$ cat config.mk
export PLATFORM = sky130hd
export DESIGN_NAME = inst_fetch
export DESIGN_NICKNAME = d
export VERILOG_FILES = /design/src/rtl/inst_fetch_pkg.sv /design/src/rtl/inst_fetch.sv
export SDC_FILE = /design/constraint.sdc
export NUM_CORES = 1
export LEC_CHECK = 0
export BUFFER_PORTS_ARGS = -buffer_cell sky130_fd_sc_hd__buf_2
export CAP_MARGIN = 40
export CORE_MARGIN = 2
export CORE_UTILIZATION = 38
export CTS_CLUSTER_SIZE = 30
export DETAILED_ROUTE_END_ITERATION = 16
export GPL_TIMING_DRIVEN = 0
export PLACE_DENSITY_LB_ADDON = 0.12
export SLEW_MARGIN = 20
export SYNTH_ARGS = -nofsm -noshare
export SYNTH_HDL_FRONTEND = slang
export SYNTH_SLANG_ARGS = --single-unit
$ cat constraint.sdc
create_clock -name clk -period 2.5 [get_ports clk]
set_input_delay 0.375 -clock clk [delete_from_list [all_inputs] [get_ports clk]]
set_output_delay 0.375 -clock clk [all_outputs]
set_load 0.01 [all_outputs]
$ cat src/rtl/inst_fetch_pkg.sv
// Shared defines and helpers for the instruction-fetch stage.
// Compiled ahead of every other file so the macros are visible there.
`ifndef INST_FETCH_DEFINES
`define INST_FETCH_DEFINES
`define RstEnable     1'b1
`define ZeroWord      32'h00000000
`define InstAddrBus   31:0
`define InstBus       31:0
`define InstStepBytes 32'd4
`endif

package inst_fetch_pkg;

    function automatic logic [`InstAddrBus] align_word(
        input logic [`InstAddrBus] a
    );
        return {a[31:2], 2'b00};
    endfunction

    // Wraps modulo 2^32 by construction.
    function automatic logic [`InstAddrBus] next_pc(
        input logic [`InstAddrBus] a
    );
        return a + `InstStepBytes;
    endfunction

endpackage

$ cat src/rtl/inst_fetch.sv
// Instruction fetch: one outstanding request, one-entry skid on stall,
// branch redirect with kill of an in-flight request.
module inst_fetch
    import inst_fetch_pkg::*;
(
    input  logic                clk,
    input  logic                rst,
    input  logic                stall,
    input  logic                branch_flag,
    input  logic [`InstAddrBus] branch_target_address,
    output logic                inst_req,
    output logic [`InstAddrBus] inst_addr,
    input  logic                inst_ack,
    input  logic [`InstBus]     inst_rdata,
    output logic [`InstAddrBus] if_pc,
    output logic [`InstBus]     if_inst,
    output logic                if_valid
);

    typedef enum logic [1:0] {
        IDLE  = 2'd0,
        FETCH = 2'd1,
        KILL  = 2'd2,
        HOLD  = 2'd3
    } state_e;

    state_e              state_q, state_d;
    logic                req_q, req_d;
    logic [`InstAddrBus] addr_q, addr_d;
    logic [`InstAddrBus] pc_q, pc_d;
    logic [`InstBus]     inst_q, inst_d;
    logic                valid_q, valid_d;
    logic [`InstBus]     skid_q, skid_d;
    logic [`InstAddrBus] tgt_q, tgt_d;
    logic [`InstAddrBus] tgt_a;
    logic                busy;

    assign tgt_a = align_word(branch_target_address);
    assign busy  = (state_q == FETCH) || (state_q == KILL);

    always_comb begin
        state_d = state_q;
        req_d   = req_q;
        addr_d  = addr_q;
        pc_d    = pc_q;
        inst_d  = inst_q;
        valid_d = valid_q;
        skid_d  = skid_q;
        tgt_d   = tgt_q;
        if (branch_flag) begin
            valid_d = 1'b0;
            inst_d  = `ZeroWord;
            skid_d  = `ZeroWord;
            if (busy && !inst_ack) begin
                state_d = KILL;
                tgt_d   = tgt_a;
            end else begin
                state_d = FETCH;
                req_d   = 1'b1;
                addr_d  = tgt_a;
            end
        end else begin
            unique case (state_q)
                IDLE: begin
                    state_d = FETCH;
                    req_d   = 1'b1;
                    addr_d  = `ZeroWord;
                end
                FETCH: begin
                    if (inst_ack && !stall) begin
                        pc_d    = addr_q;
                        inst_d  = inst_rdata;
                        valid_d = 1'b1;
                        addr_d  = next_pc(addr_q);
                    end else if (inst_ack) begin
                        // addr_q keeps the skid entry's PC while held
                        skid_d  = inst_rdata;
                        req_d   = 1'b0;
                        state_d = HOLD;
                    end
                end
                KILL: begin
                    if (inst_ack) begin
                        state_d = FETCH;
                        addr_d  = tgt_q;
                    end
                end
                HOLD: begin
                    if (!stall) begin
                        pc_d    = addr_q;
                        inst_d  = skid_q;
                        valid_d = 1'b1;
                        skid_d  = `ZeroWord;
                        addr_d  = next_pc(addr_q);
                        req_d   = 1'b1;
                        state_d = FETCH;
                    end
                end
                default: state_d = IDLE;
            endcase
        end
    end

    always_ff @(posedge clk) begin
        if (rst == `RstEnable) begin
            state_q <= IDLE;
            req_q   <= 1'b0;
            addr_q  <= `ZeroWord;
            pc_q    <= `ZeroWord;
            inst_q  <= `ZeroWord;
            valid_q <= 1'b0;
            skid_q  <= `ZeroWord;
            tgt_q   <= `ZeroWord;
        end else begin
            state_q <= state_d;
            req_q   <= req_d;
            addr_q  <= addr_d;
            pc_q    <= pc_d;
            inst_q  <= inst_d;
            valid_q <= valid_d;
            skid_q  <= skid_d;
            tgt_q   <= tgt_d;
        end
    end

    assign inst_req  = req_q;
    assign inst_addr = addr_q;
    assign if_pc     = pc_q;
    assign if_inst   = inst_q;
    assign if_valid  = valid_q;

endmodule

==> metrics.log <==
INFO  metric maxCapViolCount = 0
INFO  metric syn_area = 7100 um^2
INFO  metric design.die.area = 19800 um^2
INFO  metric post_route_core_utilization = 0.481
INFO  metric post_detailed_route_count_of_antenna_violating_nets = 0
INFO  metric seq_area_frac_synth = 0.445
INFO  metric worst-setup-path-type = reg -> reg
INFO  metric critPathMaxStageDelay = 0.51 ns
INFO  metric fill_cells = 1910
INFO  metric h-tree-depth = 4
INFO  metric wire_per_inst = 17.2 um
INFO  metric path_cells = buf_2 > nand3_4 > or4_4 > buf_6 > or2_1 > clkbuf_2 > or3_1 > a32o_1
INFO  metric design.portCount = 167
INFO  metric routed_wirelength = 22300 um
INFO  metric warnings_synthesis = 0
INFO  metric grt_first_pass_wirelength = 35200 um
INFO  metric netlist_instances = 868
INFO  metric synthDominantCellAreaShare = 0.445
INFO  metric achievable-frequency = 0.412 GHz
INFO  metric drt_first_pass_iters = 5
INFO  metric comb_power_share = 0.144
INFO  metric worst_min_delay_path_category = in -> reg
INFO  metric clock_power_share = 0.416
INFO  metric multi_input_comb_area = 3670 um^2
INFO  metric power.share.switching = 0.307
INFO  metric worst_ir_drop_vdd = 512 uV
INFO  metric synth_flop_cell = sky130_fd_sc_hd__dfxtp_1
INFO  metric static-leakage-power = 0.00341 uW
INFO  metric register_area = 3190 um^2
INFO  metric place.port_buffers = 159
INFO  metric effective_utilization_at_floorplan = 0.384
INFO  metric detail_route.iter0.violations = 415
INFO  metric worst_path_fanout_max = 9
INFO  metric power_switching = 1890 uW
INFO  metric die_height = 141 um
INFO  metric antenna_found_initial = 1
INFO  metric final.setup_skew = 0.0113 ns
INFO  metric routability_congestion_estimate_from_global_placement = 0.870
INFO  metric yosys-top-cells-count = 158 x sky130_fd_sc_hd__dfxtp_1, 143 x sky130_fd_sc_hd__nand2_1, 113 x sky130_fd_sc_hd__a21oi_1, 87 x sky130_fd_sc_hd__nor2_1, 64 x sky130_fd_sc_hd__clkbuf_1
INFO  metric globalRoute.totalOverflow = 0
INFO  metric ys_async_sr_fraction = 0
INFO  metric cts-buffers-inserted = 17
INFO  metric slew-limit-headroom = 0.479
INFO  metric power-per-cell-area = 692 nW/um^2
INFO  metric worstSetupEndpointType = register
INFO  metric period_needed = 2.43 ns
INFO  metric cts_tree = built
INFO  metric edff_count_synth = 0
INFO  metric clock-sinks = 158
INFO  metric avgSynthCellArea = 8.18 um^2
INFO  metric synth.most_common_cell = sky130_fd_sc_hd__dfxtp_1
INFO  metric chipWidth = 141 um
INFO  metric synth_area_leader_cell = sky130_fd_sc_hd__dfxtp_1
INFO  metric arrival = 2.76 ns
INFO  metric grt_max_degree = 18
INFO  metric cts.root.buffer_cell = sky130_fd_sc_hd__clkbuf_16
INFO  metric areaGrowthSynthToFinish = 25.4%
INFO  metric place.detailed.hpwl = 16400 um
INFO  metric setup-violations-final = 0
INFO  metric status = finished clean
INFO  metric ys_seq_elements = 158
INFO  metric post-route-drc-count = 0
INFO  metric path_delay_family = simple AND/OR/NAND/NOR gates
INFO  metric antenna_cells = 0
INFO  metric dp_cells = 1265
INFO  metric timing_worst_slew_pin_value = 0.782 ns
INFO  metric detail_route.vias_per_cell = 5.36
INFO  metric worst_skew_pair.late_latency = 0.44 ns
INFO  metric post-place-ws = -0.426 ns
INFO  metric clock_tree.buffer_depth = 2
INFO  metric share_seq_of_total_power = 0.440
INFO  metric fin_crit_sh = 0.972
INFO  metric final_non_filler_cell_total = 1297
INFO  metric number_of_core_rows = 50
INFO  metric final_nets = 1124
INFO  metric path_buf_inv = 3
INFO  metric timing.final.ws_setup = 0.0709 ns
INFO  metric final-max-slew-violation-count = 0
INFO  metric clkTransAtPathRegs = 0.07 ns
INFO  metric synth.top_cells.by_area = sky130_fd_sc_hd__dfxtp_1 45%, sky130_fd_sc_hd__a21oi_1 8.0%, sky130_fd_sc_hd__nand2_1 7.6%
INFO  metric core_area = 18500 um^2
INFO  metric timing.critical_path.required = 2.83 ns
INFO  metric grt_pass1_vias = 6574
INFO  metric vias = 6953
INFO  metric power.internal = 4270 uW
INFO  metric timing_hold_violations_final = 0
INFO  metric layout-drive-gt1-share = 0.230
INFO  metric critical_path_start_type = register
INFO  metric grt_use_total = 0.223
INFO  metric critPathSlowestCell = sky130_fd_sc_hd__or4_4
INFO  metric synthDistinctLibCells = 56
==> layout by cell type (no fill, tap or decap), types with 8 or more instances in the layout <==
cell type | Yosys | layout
sky130_fd_sc_hd__a211oi_1 | 33 | 33
sky130_fd_sc_hd__a21oi_1 | 113 | 112
sky130_fd_sc_hd__a22o_1 | 13 | 13
sky130_fd_sc_hd__a22oi_1 | 18 | 18
sky130_fd_sc_hd__buf_2 | 1 | 162
sky130_fd_sc_hd__clkbuf_1 | 64 | 48
sky130_fd_sc_hd__clkbuf_16 | 0 | 17
sky130_fd_sc_hd__clkbuf_2 | 1 | 16
sky130_fd_sc_hd__dfxtp_1 | 158 | 147
sky130_fd_sc_hd__mux2i_1 | 34 | 34
sky130_fd_sc_hd__nand2_1 | 143 | 142
sky130_fd_sc_hd__nand3_1 | 9 | 8
sky130_fd_sc_hd__nand4_1 | 8 | 8
sky130_fd_sc_hd__nor2_1 | 87 | 86
sky130_fd_sc_hd__nor3_1 | 13 | 13
sky130_fd_sc_hd__nor3b_1 | 34 | 33
sky130_fd_sc_hd__o21ai_0 | 19 | 18
==> sequential cells by signal, indices dropped and copies added (netlist names) <==
register,flops
if_inst,32
skid_q,32
if_pc,30
inst_addr,30
tgt_q,30
state_q,2
if_valid,1
inst_req,1
==> path summary, 6_finish.rpt <==
| kind | startpoint | to | slack, ns | cells past startpoint |
|---|---|---|---|---|
| worst max-delay path | inst_addr[4]$_SDFFE_PP0P_ | inst_addr[24]$_SDFFE_PP0P_ | 0.07 | 8 |
| worst min-delay path | branch_target_address[2] | tgt_q[2]$_SDFFE_PP0P_ | 0.19 | 3 |
| worst min register to register | if_pc[10]$_SDFFE_PP0P_ | if_pc[10]$_SDFFE_PP0P_ | 0.45 | 2 |
| worst max register to register | inst_addr[4]$_SDFFE_PP0P_ | inst_addr[24]$_SDFFE_PP0P_ | 0.07 | 8 |
==> worst reg2reg max path, delay by kind of cell, from the launching register on <==
family | cells | cell delay, ns
buffers and inverters | 3 | 0.53
DFF | 1 | 0.32
AOI/OAI and AO/OA | 1 | 0.25
and+or+nand+nor | 4 | 1.22
==> area by class of cell <==
type / count / area share
Clock buffer: 17 / 0.0478
Inverter: 7 / 0.00295
Tap cell: 234 / 0.0329
Buffer: 75 / 0.0377
Multi-Input combinational cell: 629 / 0.412
Clock inverter: 15 / 0.0164
Sequential cell: 158 / 0.358
Timing Repair Buffer: 162 / 0.0919
==> what timing repair did <==
action | CTS | global route
endpoints found under the hold margin | 0 | 0
endpoints found under the setup margin | 49 | 70
buffers inserted | 1 | 1
hold buffers | 0 | 0
pin swaps | 0 | 1
gates resized for setup | 22 | 37
==> per-layer routing <==
layer  up-vias  wire length (um)  share of wire  global-route usage
met5         -                13        0.00058                   0
met1      3178              9860           0.44               0.283
li1       3469                 -              -                   -
met4         2               713          0.032              0.0905
met2       251             10000           0.45               0.359
met3        53              1620          0.073              0.0645
==> cells by family after synthesis <==
logic type / count (synthesis) / share of synthesized area
buffers and inverters: 84 / 0.0479
flip-flops: 158 / 0.445
AND/OR/NAND/NOR: 335 / 0.222
AO/OA/AOI/OAI: 247 / 0.223
other: 1 / 0.000528
XOR/XNOR: 4 / 0.00493
multiplexers: 34 / 0.0479
adder cells (fa/ha/maj): 5 / 0.00881
==> power groups by stage <==
stage               clock network [uW]  registers, uW  logic, uW
finish                            2560           2710        885
global route                      2720           2730        974
CTS                               2610           2710        869
detailed placement                   0           2770        847
global placement                     0           2770        844
floorplan                            0           2770        501
==> per-stage QoR <==
step	hold WS [ns]	total power [uW]	setup TNS, ns	instance area (um^2)
global placement	0.439	3610	-13.28	8200
floorplan	0.436	3280	0	7110
detailed placement	0.443	3620	-8.65	8210
finish	0.187	6160	0	8900
CTS	0.178	6190	0	8830
global route	0.186	6410	-0.00328	8900
Power figures use the tool's default switching activity.
